$ cat config.mk
export PLATFORM = sky130hd
export DESIGN_NAME = inst_fetch
export DESIGN_NICKNAME = d
export VERILOG_FILES = /design/src/rtl/cpu_defs_pkg.sv /design/src/rtl/if_id_reg.sv /design/src/rtl/inst_fetch.sv
export SDC_FILE = /design/constraint.sdc
export NUM_CORES = 1
export LEC_CHECK = 0
export ABC_AREA = 1
export CAP_MARGIN = 5
export CORE_MARGIN = 2
export CORE_UTILIZATION = 56
export CTS_CLUSTER_DIAMETER = 60
export DETAILED_ROUTE_END_ITERATION = 8
export HOLD_SLACK_MARGIN = 0.06
export MAX_ROUTING_LAYER = met4
export PLACE_DENSITY = 0.86
export SKIP_LAST_GASP = 1
export SYNTH_ARGS = -nofsm -noshare
export SYNTH_HDL_FRONTEND = slang
export SYNTH_SLANG_ARGS = --single-unit
$ cat constraint.sdc
create_clock -name clk -period 18.1 [get_ports clk]
set_clock_uncertainty 0.1 [all_clocks]
set_input_delay 3.62 -clock clk [delete_from_list [all_inputs] [get_ports clk]]
set_output_delay 3.62 -clock clk [all_outputs]
set_load 0.02 [all_outputs]
$ cat src/rtl/cpu_defs_pkg.sv
// Shared CPU definitions: reset vector, main-decoder opcodes, fetch FSM states.
// Build option FETCH_ADEL_EN (see inst_fetch) is the only configuration macro.
package cpu_defs_pkg;

    localparam logic [31:0] RESET_PC_DEFAULT = 32'hBFC0_0000;

    localparam logic [5:0] OP_RTYPE = 6'b000000;
    localparam logic [5:0] OP_LW    = 6'b100011;
    localparam logic [5:0] OP_SW    = 6'b101011;
    localparam logic [5:0] OP_BEQ   = 6'b000100;
    localparam logic [5:0] OP_ADDI  = 6'b001000;
    localparam logic [5:0] OP_J     = 6'b000010;

    typedef enum logic [1:0] {
        FS_IDLE,
        FS_REQ,
        FS_WAIT,
        FS_HOLD
    } fetch_state_t;

    function automatic logic [31:0] pc_next(input logic [31:0] pc);
        return pc + 32'd4;
    endfunction

endpackage

$ cat src/rtl/if_id_reg.sv
// IF/ID pipeline register: load a new instruction, hold under stall, or bubble.
module if_id_reg
    import cpu_defs_pkg::*;
(
    input  logic        clk,
    input  logic        rst,
    input  logic        load,
    input  logic        stall,
    input  logic [31:0] load_inst,
    input  logic [31:0] load_pc,
    input  logic        load_adel,
    output logic        valid,
    output logic [31:0] inst,
    output logic [31:0] pc,
    output logic [31:0] pc_plus4,
    output logic        adel
);

    // pc_plus4 is registered so that it reads 0 out of reset like the other fields
    always_ff @(posedge clk or posedge rst) begin
        if (rst) begin
            valid    <= 1'b0;
            inst     <= '0;
            pc       <= '0;
            pc_plus4 <= '0;
            adel     <= 1'b0;
        end else if (load) begin
            valid    <= 1'b1;
            inst     <= load_inst;
            pc       <= load_pc;
            pc_plus4 <= pc_next(load_pc);
            adel     <= load_adel;
        end else if (!stall) begin
            valid    <= 1'b0;
        end
    end

endmodule

$ cat src/rtl/inst_fetch.sv
// Instruction fetch stage: single-outstanding SRAM fetch FSM with skid buffer and redirect.
// Define FETCH_ADEL_EN to trap misaligned fetch addresses instead of issuing them.
module inst_fetch
    import cpu_defs_pkg::*;
#(
    parameter logic [31:0] RESET_PC = RESET_PC_DEFAULT
) (
    input  logic        clk,
    input  logic        rst,
    input  logic        stall,
    input  logic        redirect_valid,
    input  logic [31:0] redirect_pc,
    output logic        inst_req,
    output logic [31:0] inst_addr,
    input  logic        inst_addr_ok,
    input  logic        inst_data_ok,
    input  logic [31:0] inst_rdata,
    output logic        id_valid,
    output logic [31:0] id_inst,
    output logic [5:0]  id_op,
    output logic [31:0] id_pc,
    output logic [31:0] id_pc_plus4,
    output logic        id_adel
);

    fetch_state_t state;
    logic [31:0]  fetch_pc;
    logic [31:0]  skid;
    logic         discard;
    logic [31:0]  redirect_target;
    logic         target_ok;
    logic         load;
    logic [31:0]  load_inst;
    logic         load_adel;
`ifdef FETCH_ADEL_EN
    logic         adel_done;
`endif

    assign redirect_target = redirect_valid ? redirect_pc : fetch_pc;

`ifdef FETCH_ADEL_EN
    assign target_ok = (redirect_target[1:0] == 2'b00);
`else
    assign target_ok = 1'b1;
`endif

    always_comb begin
        load      = 1'b0;
        load_inst = inst_rdata;
        load_adel = 1'b0;
        case (state)
            FS_WAIT: load = inst_data_ok && !discard && !redirect_valid && !stall;
            FS_HOLD: begin
                load      = !redirect_valid && !stall;
                load_inst = skid;
            end
`ifdef FETCH_ADEL_EN
            FS_IDLE: begin
                load      = (fetch_pc[1:0] != 2'b00) && !adel_done && !redirect_valid && !stall;
                load_inst = '0;
                load_adel = 1'b1;
            end
`endif
            default: load = 1'b0;
        endcase
    end

    // A restart (from IDLE, a dropped response, or a redirect out of HOLD) goes to
    // REQ at redirect_target, or parks in IDLE when that target cannot be fetched.
    always_ff @(posedge clk or posedge rst) begin
        if (rst) begin
            state     <= FS_IDLE;
            fetch_pc  <= RESET_PC;
            skid      <= '0;
            discard   <= 1'b0;
            inst_req  <= 1'b0;
            inst_addr <= RESET_PC;
`ifdef FETCH_ADEL_EN
            adel_done <= 1'b0;
`endif
        end else begin
            case (state)
                FS_IDLE: begin
                    fetch_pc <= redirect_target;
                    if (target_ok) begin
                        state     <= FS_REQ;
                        inst_req  <= 1'b1;
                        inst_addr <= redirect_target;
`ifdef FETCH_ADEL_EN
                        adel_done <= 1'b0;
                    end else if (redirect_valid) begin
                        adel_done <= 1'b0;
                    end else if (load) begin
                        adel_done <= 1'b1;
`endif
                    end
                end
                FS_REQ: begin
                    if (redirect_valid) begin
                        fetch_pc <= redirect_pc;
                        discard  <= 1'b1;
                    end
                    if (inst_addr_ok) begin
                        state    <= FS_WAIT;
                        inst_req <= 1'b0;
                    end
                end
                FS_WAIT: begin
                    if (inst_data_ok) begin
                        if (discard || redirect_valid) begin
                            discard  <= 1'b0;
                            fetch_pc <= redirect_target;
                            if (target_ok) begin
                                state     <= FS_REQ;
                                inst_req  <= 1'b1;
                                inst_addr <= redirect_target;
                            end else begin
                                state     <= FS_IDLE;
                            end
                        end else if (!stall) begin
                            fetch_pc  <= pc_next(fetch_pc);
                            state     <= FS_REQ;
                            inst_req  <= 1'b1;
                            inst_addr <= pc_next(fetch_pc);
                        end else begin
                            skid  <= inst_rdata;
                            state <= FS_HOLD;
                        end
                    end else if (redirect_valid) begin
                        fetch_pc <= redirect_pc;
                        discard  <= 1'b1;
                    end
                end
                FS_HOLD: begin
                    if (redirect_valid) begin
                        fetch_pc <= redirect_pc;
                        if (target_ok) begin
                            state     <= FS_REQ;
                            inst_req  <= 1'b1;
                            inst_addr <= redirect_pc;
                        end else begin
                            state     <= FS_IDLE;
                        end
                    end else if (!stall) begin
                        fetch_pc  <= pc_next(fetch_pc);
                        state     <= FS_REQ;
                        inst_req  <= 1'b1;
                        inst_addr <= pc_next(fetch_pc);
                    end
                end
                default: begin
                    state    <= FS_IDLE;
                    inst_req <= 1'b0;
                end
            endcase
        end
    end

    if_id_reg u_if_id_reg (
        .clk       (clk),
        .rst       (rst),
        .load      (load),
        .stall     (stall),
        .load_inst (load_inst),
        .load_pc   (fetch_pc),
        .load_adel (load_adel),
        .valid     (id_valid),
        .inst      (id_inst),
        .pc        (id_pc),
        .pc_plus4  (id_pc_plus4),
        .adel      (id_adel)
    );

    assign id_op = id_inst[31:26];

endmodule

==> summary.md <==
| Metric | Value |
|---|---|
| Synth Instances | `1317` |
| # hold bufs at CTS | `0` |
| RR Startpoint | `state[0]` |
| CP Capture Point | `u_if_id_reg.inst[1]` |
| Post-detail-place hpwl | `19.62 mm` |
| Clk sink count | `195` |
| Layout cells sized above 1 | `7.817%` |
| Commonest cells after routing, fill and taps aside | `404 x nand2_1, 205 x clkdlybuf4s50_1, 177 x dfrtp_1` |
| VDD IR max | `0.1344 mV` |
| Total gr overflow | `0` |
| Core ar. | `17960 sq um` |
| Final hold vios | `0` |
| Fmax | `139.9 MHz` |
| Die span in x | `139.3 um` |
| Setup crit end kind | `register` |
| Setup Fix Bufs, Post-CTS | `0` |
| RSZ-0062 raised after global routing | `no` |
| Arrival time worst endpoint | `7400 ps` |
| Port buffer count | `205` |
| Initial drt markers | `1198` |
| #FFs+latches synth | `195` |
| Antenna violations before repair | `0` |
| Area contributors post-synth | `dfrtp_1 43%, nand2_1 15%, nor2_1 5.3%` |
| GP Congestion | `0.9674` |
| Post-Syn Area per Cell | `7.784 sq um` |
| Setup crit start kind | `input pin` |
| Initial core utilization | `57.07%` |
| Post-synth top area share | `43.21%` |
| Syn. warnings | `0` |
| Via density | `5.795` |
| Clock Tree Buf Depth | `2` |
| Clk root buf | `clkbuf_16` |
| Worst Path Required | `18360 ps` |
| Post-Syn Nets | `1392` |
| DRC | `0` |
| Final worst-path cycle share | `39.49%` |
| Synth Cell Area | `10250 sq um` |
| Slew margin rel. | `13.30%` |
| Reg2reg path depth | `11` |
| Crit Path Class | `in -> reg` |
| CTS tree | `yes` |
| Asr flop ratio synth | `100.0%` |
| N_diodes | `0` |
| Vias in the first global route | `9363` |
| Final core occ | `71.69%` |
| H-tree Lvls | `4` |
| Commonest non-fill, non-tap cell in the layout | `nand2_1` |
| Distinct cell type count after synthesis | `38` |
| Post-synth EDFFs | `0` |
| Outcome | `finished clean` |
| Insertion delay to the later sink of the worst-skew pair | `450 ps` |
| TNS Setup | `0 ps` |
| Max Cap Viol | `0` |
| GR Util All Layers | `31.30%` |
| Reg2Reg Setup Slack | `14170 ps` |
| Leakage | `5.996 nW` |
| Drt wl/cell | `17.22 um` |
| Worst Setup SP | `redirect_valid` |
| First-pass DRT Iterations | `6` |
| Die area | `19400 sq um` |
| Largest net degree at the start of global routing | `117` |
| Hold Crit Class | `reg -> reg` |
| Tmin final | `7148 ps` |
| CTS Buf Count | `17` |
| First-pass GRT wire length | `47.31 mm` |
| Synth area leader | `dfrtp_1` |
| Reg2reg end | `u_if_id_reg.inst[1]` |
| Post-synthesis sequential area ratio | `47.82%` |
| Post-route ant nets | `0` |
| Pwr Density | `185.5 nW/um^2` |
| Critical Path Fanout Max | `104` |
| Clock transition at the registers of the reported paths | `80 ps` |
| Die Y | `139.3 um` |
| Std cell rows | `49` |
| Layout area overhead | `25.62%` |
| Final WL | `29.50 mm` |
| Final nets | `1546` |
| Synth Flop Type | `dfrtp_1` |
| Worst Max-Slew Pin Slew | `1297 ps` |
| I/O pins | `207` |
| Max-slew violations | `0` |
| Vias | `9926` |
| Post-cts resize count | `0` |
| Final Setup Violations | `0` |
==> flip-flops by register name (all words and copies together), names as in the netlist <==
signal / count
discard: 1
u_if_id_reg.pc_plus4: 30
inst_req: 1
u_if_id_reg.pc: 32
state: 2
fetch_pc: 32
skid: 32
u_if_id_reg.inst: 32
inst_addr: 32
u_if_id_reg.valid: 1
==> power by group <==
part | leakage (nW) | switching, mW | total [mW] | internal [mW]
registers | 2.33 | 0.161 | 0.818 | 0.658
logic | 3.38 | 0.690 | 1.18 | 0.488
clock network | 0.287 | 0.180 | 0.391 | 0.211
total | 6.00 | 1.03 | 2.39 | 1.36
==> worst min path at each step <==
stage                              from                        to  slack, ps  depth (start not counted)
2_1_floorplan                  skid[30]                  skid[30]        380                          1
3_3_place_gp   u_if_id_reg.pc_plus4[18]  u_if_id_reg.pc_plus4[18]        370                          2
3_5_place_dp          u_if_id_reg.pc[7]         u_if_id_reg.pc[7]        380                          2
4_1_cts               u_if_id_reg.pc[7]         u_if_id_reg.pc[7]        400                          2
5_1_grt              u_if_id_reg.pc[29]        u_if_id_reg.pc[29]        410                          2
6_report              u_if_id_reg.pc[6]         u_if_id_reg.pc[6]        390                          2
==> critical path, stage by stage <==
cell	delay, ps
clkdlybuf4s50_1	400
buf_4	290
nor2_4	170
inv_2	80
nor2_4	100
inv_2	50
nor2_4	350
inv_2	310
o21ai_2	160
nand2_4	490
inv_2	300
buf_4	660
nor2_1	150
a31oi_1	210
==> per-layer routing <==
metal  up-vias  wire [um]  GRT usage [%]
met3        95       2745          6.401
li1       4650          -              -
met5         -          0              -
met2       558      13680          47.39
met1      4623      12020          41.53
met4         0       1059          12.81
==> per-stage QoR <==
stage | hold slack, ps | cells | area, sq um | worst slack (ps) | power, mW
floorplan | 379.7 | 1317 | 10250 | 9098 | 1.496
global placement | 372.7 | 1681 | 12270 | 10820 | 1.946
detailed placement | 378.7 | 1681 | 12270 | 10590 | 1.983
CTS | 395.5 | 1713 | 12880 | 11020 | 2.377
global route | 413.5 | 1713 | 12880 | 10720 | 2.535
finish | 394.1 | 1713 | 12880 | 10950 | 2.388
==> cells in the mapped netlist (5+ instances only) <==
library cell	instances
nand2_1	404
a31oi_1	43
nor2_1	144
dfrtp_1	177
clkinv_1	5
ha_1	5
nand3_1	47
clkbuf_1	35
inv_1	67
mux2_2	32
a22oi_1	21
o21ai_1	51
buf_6	5
buf_2	18
xor2_1	13
dfstp_2	18
buf_1	7
o21ai_0	84
o221ai_1	8
buf_4	15
a21oi_1	83
or2_2	6
==> cell families after synthesis <==
family | Yosys count | synth area share [%]
DFF | 195 | 47.82
other | 1 | 0.03658
AOI/OAI and AO/OA | 299 | 16.21
adders and majority gates | 5 | 0.6103
buffers and inverters | 156 | 6.847
and+or+nand+nor | 615 | 23.76
muxes | 32 | 3.515
xor gates and xnor gates | 14 | 1.196
==> cell type report <==
type	instances	area (sq um)
Multi-Input combinational cell	966	4666
Inverter	76	292.8
Clock buffer	18	439.2
Fill cell	1366	5086
Tap cell	229	286.5
Clock inverter	14	163.9
Sequential cell	195	4902
Timing Repair Buffer	215	2127
(Power assumes the default switching activity.)
